==> src/rtl/sram_capture_ctrl_pkg.sv <==
// ----------------------------------------------------------------------------
// const_pack : shared widths and capture-FSM state type for the SRAM capture path
// Revision   : 1.0
// ----------------------------------------------------------------------------
`default_nettype none

package const_pack;

   localparam int N_mem_addr = 4;
   localparam int Nadc       = 8;
   localparam int Nti        = 2;
   localparam int Nti_rep    = 2;

   typedef enum logic [1:0] {
      IDLE    = 2'd0,
      ARMED   = 2'd1,
      CAPTURE = 2'd2,
      DONE    = 2'd3
   } sram_cap_state_t;

endpackage

`default_nettype wire

==> src/rtl/sram_capture_ctrl_if.sv <==
// ----------------------------------------------------------------------------
// sram_capture_ctrl_if : shared write/read bus between the capture controller and the SRAM tiles
// Revision             : 1.0
// ----------------------------------------------------------------------------
`default_nettype none

interface sram_capture_ctrl_if #(
   parameter int N_mem_tiles = 4,
   parameter int N_mem_addr  = const_pack::N_mem_addr,
   parameter int Nadc        = const_pack::Nadc,
   parameter int Nlanes      = const_pack::Nti + const_pack::Nti_rep
);
   logic [N_mem_tiles-1:0]  mem_wr_en;
   logic [N_mem_addr-1:0]   mem_addr;
   logic signed [Nadc-1:0]  mem_wdata [Nlanes];
   logic signed [Nadc-1:0]  mem_rdata [N_mem_tiles][Nlanes];

   modport master (output mem_wr_en, output mem_addr, output mem_wdata, input  mem_rdata);
   modport slave  (input  mem_wr_en, input  mem_addr, input  mem_wdata, output mem_rdata);
endinterface

`default_nettype wire

==> src/rtl/sram_capture_ctrl_readback_mux.sv <==
// ----------------------------------------------------------------------------
// sram_readback_mux : delays the tile index to line up with tile read data, then registers the selected word
// Revision          : 1.0
// ----------------------------------------------------------------------------
`default_nettype none

module sram_readback_mux #(
   parameter int N_mem_tiles = 4,
   parameter int Nadc        = const_pack::Nadc,
   parameter int Nlanes      = const_pack::Nti + const_pack::Nti_rep
) (
   input  wire logic                             clk,
   input  wire logic                             rstb,
   input  wire logic                             rd_vld,
   input  wire logic [$clog2(N_mem_tiles)-1:0]   rd_tile,
   input  wire logic signed [Nadc-1:0]           mem_rdata [N_mem_tiles][Nlanes],
   output      logic signed [Nadc-1:0]           out_data  [Nlanes]
);
   logic [$clog2(N_mem_tiles)-1:0] r_tile_d;
   logic                           r_vld_d;
   logic signed [Nadc-1:0]         r_out [Nlanes];

   always_ff @(posedge clk or negedge rstb) begin
      if (!rstb) begin
         r_tile_d <= '0;
         r_vld_d  <= 1'b0;
         r_out    <= '{default: '0};
      end else begin
         r_tile_d <= rd_tile;
         r_vld_d  <= rd_vld;
         if (r_vld_d)
            r_out <= mem_rdata[r_tile_d];
      end
   end

   assign out_data = r_out;

endmodule

`default_nettype wire

==> src/rtl/sram_capture_ctrl.sv <==
// ----------------------------------------------------------------------------
// sram_capture_ctrl : arm/trigger capture of the ADC word stream into N_mem_tiles SRAM tiles, plus debug readback
// Revision          : 1.0
// ----------------------------------------------------------------------------
`default_nettype none

module sram_capture_ctrl #(
   parameter int N_mem_tiles = 4,
   parameter int N_mem_addr  = const_pack::N_mem_addr,
   parameter int Nadc        = const_pack::Nadc,
   parameter int Nlanes      = const_pack::Nti + const_pack::Nti_rep
) (
   input  wire logic                                      clk,
   input  wire logic                                      rstb,
   input  wire logic signed [Nadc-1:0]                    in_data [Nlanes],
   input  wire logic                                      in_valid,
   input  wire logic                                      start,
   input  wire logic                                      abort,
   input  wire logic                                      trigger,
   sram_capture_ctrl_if.master                            mem,
   input  wire logic [N_mem_addr+$clog2(N_mem_tiles)-1:0] in_addr,
   input  wire logic                                      sel_sram,
   output      logic signed [Nadc-1:0]                    out_data [Nlanes],
   output      logic [N_mem_addr+$clog2(N_mem_tiles)-1:0] addr,
   output      logic                                      done,
   output      logic                                      busy
);
   import const_pack::*;

   localparam int TW = $clog2(N_mem_tiles);
   localparam int AW = N_mem_addr + TW;
   localparam logic [AW-1:0] c_ptr_last = '1;

   sram_cap_state_t         r_state, w_next_state;
   logic [AW-1:0]           r_wr_ptr;
   logic [AW-1:0]           r_addr;
   logic                    r_done;
   logic [N_mem_tiles-1:0]  r_mem_wr_en;
   logic [N_mem_addr-1:0]   r_mem_addr;
   logic signed [Nadc-1:0]  r_mem_wdata [Nlanes];
   logic [TW-1:0]           r_rd_tile;
   logic                    r_rd_vld;
   logic                    w_busy, w_wr_accept, w_arm, w_rd_active;

   always_ff @(posedge clk or negedge rstb) begin
      if (!rstb) r_state <= IDLE;
      else       r_state <= w_next_state;
   end

   always_comb begin
      w_next_state = r_state;
      if (abort) begin
         w_next_state = IDLE;
      end else begin
         case (r_state)
            IDLE, DONE: if (start)   w_next_state = ARMED;
            ARMED:      if (trigger) w_next_state = CAPTURE;
            CAPTURE:    if (in_valid && r_wr_ptr == c_ptr_last) w_next_state = DONE;
            default:    w_next_state = IDLE;
         endcase
      end
   end

   // A trigger cycle with valid data already counts as the first write.
   always_comb begin
      w_busy      = 1'b0;
      w_wr_accept = 1'b0;
      w_arm       = 1'b0;
      w_rd_active = 1'b0;
      case (r_state)
         IDLE, DONE: begin
            w_arm       = start && !abort;
            w_rd_active = sel_sram;
         end
         ARMED: begin
            w_busy      = 1'b1;
            w_wr_accept = trigger && in_valid && !abort;
         end
         CAPTURE: begin
            w_busy      = 1'b1;
            w_wr_accept = in_valid && !abort;
         end
         default: ;
      endcase
   end

   always_ff @(posedge clk or negedge rstb) begin
      if (!rstb) begin
         r_wr_ptr    <= '0;
         r_addr      <= '0;
         r_done      <= 1'b0;
         r_mem_wr_en <= '0;
         r_mem_addr  <= '0;
         r_mem_wdata <= '{default: '0};
         r_rd_tile   <= '0;
         r_rd_vld    <= 1'b0;
      end else begin
         r_mem_wr_en <= '0;
         r_rd_vld    <= w_rd_active;
         if (w_arm || abort)
            r_done <= 1'b0;
         if (w_arm)
            r_wr_ptr <= '0;
         if (w_wr_accept) begin
            r_mem_wr_en <= N_mem_tiles'(1) << r_wr_ptr[AW-1:N_mem_addr];
            r_mem_addr  <= r_wr_ptr[N_mem_addr-1:0];
            r_mem_wdata <= in_data;
            r_addr      <= r_wr_ptr;
            r_wr_ptr    <= r_wr_ptr + AW'(1);
            if (r_wr_ptr == c_ptr_last)
               r_done <= 1'b1;
         end else if (w_rd_active) begin
            r_mem_addr <= in_addr[N_mem_addr-1:0];
            r_rd_tile  <= in_addr[AW-1:N_mem_addr];
         end
      end
   end

   sram_readback_mux #(
      .N_mem_tiles (N_mem_tiles),
      .Nadc        (Nadc),
      .Nlanes      (Nlanes)
   ) u_readback_mux (
      .clk       (clk),
      .rstb      (rstb),
      .rd_vld    (r_rd_vld),
      .rd_tile   (r_rd_tile),
      .mem_rdata (mem.mem_rdata),
      .out_data  (out_data)
   );

   assign mem.mem_wr_en = r_mem_wr_en;
   assign mem.mem_addr  = r_mem_addr;
   assign mem.mem_wdata = r_mem_wdata;
   assign addr          = r_addr;
   assign done          = r_done;
   assign busy          = w_busy;

endmodule

`default_nettype wire

==> src/flat_wrapper.sv <==
// flat-port wrapper written by rule: the top's interface ports become plain ports
module sram_capture_ctrl_flat import const_pack::*;
#(
   parameter int N_mem_tiles = 4,
   parameter int N_mem_addr  = const_pack::N_mem_addr,
   parameter int Nadc        = const_pack::Nadc,
   parameter int Nlanes      = const_pack::Nti + const_pack::Nti_rep
)
  (clk, rstb, in_data, in_valid, start, abort, trigger, in_addr, sel_sram, out_data, addr, done, busy, mem_mem_wr_en, mem_mem_addr, mem_mem_wdata, mem_mem_rdata);
  sram_capture_ctrl_if #(.N_mem_tiles(N_mem_tiles), .N_mem_addr(N_mem_addr), .Nadc(Nadc), .Nlanes(Nlanes)) mem_i ();
  input  wire logic clk;
  input  wire logic rstb;
  input  wire logic signed [Nadc-1:0] in_data[Nlanes];
  input  wire logic in_valid;
  input  wire logic start;
  input  wire logic abort;
  input  wire logic trigger;
  input  wire logic [N_mem_addr+$clog2(N_mem_tiles)-1:0] in_addr;
  input  wire logic sel_sram;
  output      logic signed [Nadc-1:0] out_data[Nlanes];
  output      logic [N_mem_addr+$clog2(N_mem_tiles)-1:0] addr;
  output      logic done;
  output      logic busy;
  output wire logic [$bits(mem_i.mem_wr_en)-1:0] mem_mem_wr_en;
  output wire logic [$bits(mem_i.mem_addr)-1:0] mem_mem_addr;
  output wire logic [$bits(mem_i.mem_wdata)-1:0] mem_mem_wdata;
  input wire logic [$bits(mem_i.mem_rdata)-1:0] mem_mem_rdata;
  assign mem_mem_wr_en = mem_i.mem_wr_en;
  assign mem_mem_addr = mem_i.mem_addr;
  assign mem_mem_wdata = {>>{mem_i.mem_wdata}};
  assign mem_i.mem_rdata = {>>{mem_mem_rdata}};
  sram_capture_ctrl #(.N_mem_tiles(N_mem_tiles), .N_mem_addr(N_mem_addr), .Nadc(Nadc), .Nlanes(Nlanes)) u_core (.clk(clk), .rstb(rstb), .in_data(in_data), .in_valid(in_valid), .start(start), .abort(abort), .trigger(trigger), .mem(mem_i), .in_addr(in_addr), .sel_sram(sel_sram), .out_data(out_data), .addr(addr), .done(done), .busy(busy));
endmodule
==> config.mk <==
export PLATFORM = sky130hd
export DESIGN_NAME = sram_capture_ctrl_flat
export DESIGN_NICKNAME = d
export VERILOG_FILES = /design/src/rtl/sram_capture_ctrl_pkg.sv /design/src/rtl/sram_capture_ctrl_if.sv /design/src/rtl/sram_capture_ctrl_readback_mux.sv /design/src/rtl/sram_capture_ctrl.sv /design/src/flat_wrapper.sv
export SDC_FILE = /design/constraint.sdc
export NUM_CORES = 1
export LEC_CHECK = 0
export ABC_CLOCK_PERIOD_IN_PS = 2300
export CORE_MARGIN = 3
export CORE_UTILIZATION = 38
export DETAILED_ROUTE_END_ITERATION = 10
export MAX_ROUTING_LAYER = met4
export PLACE_DENSITY = 0.88
export SYNTH_ARGS = -nofsm -noshare
export SYNTH_HDL_FRONTEND = slang
export SYNTH_SLANG_ARGS = --single-unit
==> constraint.sdc <==
create_clock -name clk -period 2.3 [get_ports clk]
set_input_delay 0.46 -clock clk [delete_from_list [all_inputs] [get_ports clk]]
set_output_delay 0.46 -clock clk [all_outputs]
set_load 0.02 [all_outputs]
; ---- Word-level counts from Yosys, hierarchy flattened
; Index checks and enable logic that the tools add are counted.
; Widths: inputs -> output; s select.
[classes]
n_addsub = 1
n_reduce_logical = 14
n_bitwise = 2
eq_ne = 7
n_mux = 20
shift = 1
div = 0
mul = 0
n_lt_le_gt_ge = 1
[ops]
columns = op, count
row1 = $bmux 32 s2, 1
row2 = $mux 32, 2
row3 = $mux 4, 3
row4 = $mux 6, 2
row5 = $mux 2, 4
row6 = $add 6x1->6 const B, 1
row7 = $eq 6x6->1 const B, 1
row8 = $mux 1, 6
row9 = $ne 3x3->1 const B, 2
row10 = $pmux 2 s3, 1
row11 = $logic_and 1x1->1, 5
row12 = $eq 2x2->1 const B, 2
row13 = $reduce_bool 2->1, 2
row14 = $reduce_or 2->1, 2
row15 = $shl 1x2->4 const A, 1
row16 = $ge 3x3->1 const B, 1
row17 = $ne 3x2->1 const B, 1
row18 = $not 2->3, 1
row19 = $reduce_and 3->1, 1
row20 = $eq 2x1->1 const B, 1
row21 = $logic_not 2->1, 1
row22 = $pmux 1 s2, 1
row23 = $reduce_and 2->1, 1
row24 = $logic_not 1->1, 1
row25 = other kinds (2), 2
[word_totals]
ff_bits = 93
out_inout_bits = 80
mem_bits_ro = 0
mem_bits_rw = 0
latchBits = 0
memories = 0

; ---- Logic depth before layout (Yosys ltp)
[logic_depth]
depth_word = 7
ltp_mapped = 8

; ---- Modules after synthesis
; From an unflattened synthesis, not the netlist that was laid out.
[unflattened]
cells_unflattened = 424
hier_area_um2 = 4719.5
[modules_own_cells]
columns = mod, area_each_um2, cells_each, instances
row1 = sram_capture_ctrl, 2369.8, 243, 1
row2 = sram_readback_mux, 2349.8, 181, 1

; ---- Worst setup path before layout
; Ideal clock, no wire load.
[synth_path]
kind = register -> register
from = reg u_core.r_state[0]
to = reg u_core.r_addr[0], in the netlist u_core.addr[0]
path_stages_with_launch = 9
setup_ns = 0.065
setup_slack_ns = 0.512
arrival_ns = 1.723
period_less_slack_ns = 1.788
n_path_buf = 3
cell_sequence = dfrtp_1 -> inv_1 -> ha_1 -> clkbuf_1 -> nor4_2 -> buf_2 -> buf_2 -> nand2_1 -> nand2_1
[synth_between]
elab_chain_len = 2
word_cells_on_any_way = 3
[synth_lines]
columns = element, line_no
row1 = "start, declared", sram_capture_ctrl.sv:34  ; sram_cap_state_t r_state, w_next_state;
row2 = "start signal, assigned", sram_capture_ctrl.sv:47  ; else r_state <= w_next_state;
row3 = $eq 2x2->1 / $eq 2x1->1 (equally long branches), sram_capture_ctrl.sv:70  ; case (r_state)
row4 = $pmux 1 s2 (*), sram_capture_ctrl.sv:70
row5 = "end signal, assigned", sram_capture_ctrl.sv:108  ; r_addr <= r_wr_ptr;
row6 = "end, declared", sram_capture_ctrl.sv:36  ; logic [AW-1:0] r_addr;
; Mark *: on every way between the ends. The rest lies on a longest branch, timed or not.
; A chain may end at the register's enable or synchronous reset.

; ---- Worst setup path after layout
[layout_path]
from = reg u_core.r_state[0]
to = out busy
[layout_between]
elab_chain_len = 3
word_cells_on_any_way = 4
[layout_lines]
columns = element, line_no
row1 = $eq 2x1->1 / $eq 2x2->1 (equally long branches), sram_capture_ctrl.sv:70
row2 = $reduce_or 2->1 (no source line) (*), --
row3 = $mux 1 (*), sram_capture_ctrl.sv:70
row4 = "end, declared", flat_wrapper.sv:23  ; output logic busy;
; Marked as above.

==> key figures <==
Global route
  • Total track usage: 21.89%
  • Initial antenna violation count: 0
  • Vias in the first global route: 4302
  • First-pass GRT wire length: between 20000 and 25000 microns
  • Largest net degree at the start of global routing: 50
  • Overflow after GRT: 0

Route
  • Post-Route WL: between 10000 and 15000 microns
  • Vias: 3852
  • DR iter-0 viols: 184
  • Via-to-Cell Ratio: 5.116
  • DRC viols: 0
  • WL/cell: between 15 and 20 microns
  • Drt first pass iters: 4
  • Final ANT Viol Nets: 0

Clock network
  • Clk sinks: 93
  • Clock latency at the later pin of the worst-skew pair: 0.33 ns
  • TritonCTS clock tree: done
  • Post CTS Setup Buffer Count: 0
  • Clock slew at reported path FFs: 0.07 ns
  • Num CTS Buffers: 9
  • H-tree Lvls: 3
  • CTS max path bufs: 2
  • CTS root buffer: clkbuf_16

Timing
  • Endpoints failing setup: 0
  • Worst Slack Setup Final: 0.2654 ns
  • FMAX: 0.4915 GHz
  • Clk_skew: between 0.006 and 0.007 ns
  • Final hold vios: 0
  • Fin crit period: 2.035 ns
  • Final worst-path cycle share: about nine tenths
  • Setup TNS: 0 ns
  • RSZ-0062 raised after global routing: no
  • Relative slew slack: approximately 58%
  • Final slew viol count: 0
  • Worst-Margin Slew: 0.6365 ns

Placed design
  • GPL Wtd Cong: 0.8544
  • DP HPWL: ~11000 microns
  • Worst slack, placed: 0.1314 ns
  • Input/output buffers: around 250

Critical path
  • Worst path slowest cell: ha_1
  • Startpoint Class: flop
  • CP Cell Sequence: inv_1 -> ha_1 -> inv_1 -> dlygate4sd2_1
  • Crit-path max cell delay: between 0.3 and 0.4 ns
  • Critical path destination: busy
  • Required @ worst endpoint: 1.84 ns
  • Setup CP Type: flop to output pin
  • R2R cell count: 6
  • Flop2flop setup slack: 0.32 ns
  • Most common cell on crit path: inv_1
  • Worst Setup End Kind: output pin
  • Worst r2r src: u_core.r_state[0]$_DFFE_PN0P_
  • Crit path DAT: between 1.5 and 2 ns
  • R2R Path End: u_core.mem.mem_addr[2]$_DFFE_PN0P_
  • CP Max Fanout: 9
  • Crit path from: u_core.r_state[0]$_DFFE_PN0P_

Synthesis
  • Mapped Area: around 4300 sq um
  • Synth area leader: dfrtp_1
  • Syn_area_per_cell: 12.17 sq um
  • Mapped Nets: 533
  • Top cells by area, synth: dfrtp_1 (54%), mux4_2 (17%), nand2_1 (10%), mux2_2 (8.8%), buf_2 (1.3%)
  • Yosys warning count: 0
  • Synthesized netlist cell count: 357
  • Top-area cell type share of the netlist area: 53.59%
  • Post-synthesis sequential area ratio: 53.59%
  • Count of state elements after synthesis: 93
  • Yosys cell types: 32

Power and ir drop
  • Leakage: 3.175 nW
  • Clock power share: approximately 17%
  • IR drop worst, VDD: 0.7593 mV
  • Seq pwr share: 30.3%
  • Power Internal: 0.005736 W
  • Net Switching: 0.003248 W
  • PD cells: between 1000 and 1500 nW/um^2
  • Part of the power in combinational logic: 52.9%
  • Switching part of the total: between 30% and 40%

Layout
  • Layout area overhead: 69.86%
  • N_diodes: 0
  • Nets: 784
  • Final design utilization: 67.17%
  • Fraction of layout cells with a size suffix above 1: 16.15%

Floorplanning
  • Die Width: ~110 microns
  • Initial core utilization: 39.54%
  • Row cnt: 38
  • Ports: 253
  • Die Ht: 112.9 microns
  • Die area: approximately 13000 sq um
  • Core box area: 10980 sq um

Hold path
  • Worst Hold Class: primary input to async pin

Flow run
  • Max Cap Viol: 0

Outcome
  • Status: finished clean
-- cells in the mapped netlist (all sizes together) --
| master | number |
|---|---|
| inv | 8 |
| or3 | 2 |
| and2 | 1 |
| o41a | 1 |
| o311a | 1 |
| a22o | 1 |
| or4 | 1 |
| a221o | 4 |
| clkbuf | 12 |
| or2 | 1 |
| nand3 | 3 |
| dfrtp | 93 |
| mux2 | 34 |
| o22ai | 1 |
| mux4 | 32 |
| ha | 3 |
| a21o | 2 |
| xor2 | 1 |
| nor3 | 2 |
| mux2i | 1 |
| buf | 12 |
| nor2 | 4 |
| o21ai | 5 |
| a21oi | 3 |
| nor4 | 1 |
| nand3b | 1 |
| and3 | 5 |
| nand2 | 120 |
| o31a | 1 |
| o31ai | 1 |
-- worst min-delay path by stage --
stage	slack, ns	cells past startpoint	from	end
after CTS	0.17	1	rstb	u_core.u_readback_mux.out_data[24]$_DFFE_PN0P_
after global routing	0.18	1	rstb	u_core.u_readback_mux.out_data[24]$_DFFE_PN0P_
final	0.14	1	rstb	u_core.u_readback_mux.out_data[24]$_DFFE_PN0P_
after global placement	0.33	0	u_core.r_rd_vld$_DFF_PN0_	u_core.u_readback_mux.r_vld_d$_DFF_PN0_
after floorplan	0.16	0	rstb	u_core.addr[0]$_DFFE_PN0P_
after detailed placement	0.34	0	u_core.r_rd_vld$_DFF_PN0_	u_core.u_readback_mux.r_vld_d$_DFF_PN0_
-- through the flow --
step / cells / hold WS (ns) / power, W / instance area (sq um)
after CTS: 753 / 0.1686 / 0.009085 / 7377
after global placement: 737 / 0.3326 / 0.007390 / 7072
final: 753 / 0.1397 / 0.008985 / 7377
after global routing: 753 / 0.1824 / 0.009494 / 7377
after detailed placement: 737 / 0.3364 / 0.007552 / 7072
after floorplan: 357 / 0.1644 / 0.005384 / 4343
-- critical path, delay by kind of cell (launching register included) --
kind	cells	cell delay [ns]
adders and majority gates	1	0.38
buffers and inverters	3	0.51
DFF	1	0.35
-- routing by layer --
metal  vias to the layer above  wire (microns)  global-route usage [%]
met1                      1891            4828                   22.81
met4                         0             333                   6.571
met3                        31            1014                   5.134
li1                       1744               -                       -
met2                       186            7583                   40.80
met5                         -               0                       -
-- flip-flops by register name, indices dropped and copies added, names as in the netlist --
register / count
u_core.addr: 6
u_core.done: 1
u_core.r_rd_tile: 2
u_core.mem.mem_wr_en: 4
u_core.u_readback_mux.r_tile_d: 2
u_core.u_readback_mux.r_vld_d: 1
u_core.u_readback_mux.out_data: 32
u_core.r_state: 2
u_core.mem.mem_wdata: 32
u_core.r_wr_ptr: 6
u_core.r_rd_vld: 1
u_core.mem.mem_addr: 4
-- kinds of logic (layout without fill, tap and decap cells) --
group | count (synthesis) | count (layout) | share of synthesized area (%)
AO/OA/AOI/OAI | 20 | 20 | 3.400
XOR/XNOR | 1 | 1 | 0.2017
adder cells (fa/ha/maj) | 3 | 3 | 0.8644
buffers and inverters | 32 | 288 | 3.082
flip-flops | 93 | 93 | 53.59
multiplexers | 67 | 67 | 25.64
AND/OR/NAND/NOR | 141 | 141 | 13.22
-- placed cells by master (no fill, tap or decap), types with 3 or more instances in the layout --
cell type / n
buf_12: 3
nand3_1: 3
mux4_2: 32
a221o_1: 4
o21ai_0: 5
inv_6: 3
nand2_1: 120
inv_1: 7
mux2_2: 34
nor2_1: 4
a21oi_1: 3
clkdlybuf4s50_1: 250
ha_1: 3
and3_1: 5
clkbuf_16: 9
dfrtp_1: 92
buf_4: 10
-- power groups by stage --
| stage | combinational, W | clock, W | sequential, W |
|---|---|---|---|
| final | 0.00475 | 0.00151 | 0.00272 |
| after floorplan | 0.00194 | 0 | 0.00345 |
| after CTS | 0.00481 | 0.00155 | 0.00273 |
| after detailed placement | 0.00480 | 0 | 0.00275 |
| after global placement | 0.00468 | 0 | 0.00271 |
| after global routing | 0.00507 | 0.00161 | 0.00281 |
-- layout make-up --
cell class	count	area [sq um]
Clock buffer	9	225.2
Clock inverter	7	81.33
Fill cell	828	3606
Inverter	8	30.03
Multi-Input combinational cell	232	1891
Sequential cell	93	2328
Tap cell	140	175.2
Timing Repair Buffer	264	2646
-- timing repair --
item                       CTS  global route
hold buffers                 0             0
gates resized for setup      1             0
setup endpoints to repair    1             0
No activity file was read; power rests on OpenSTA's default activity.
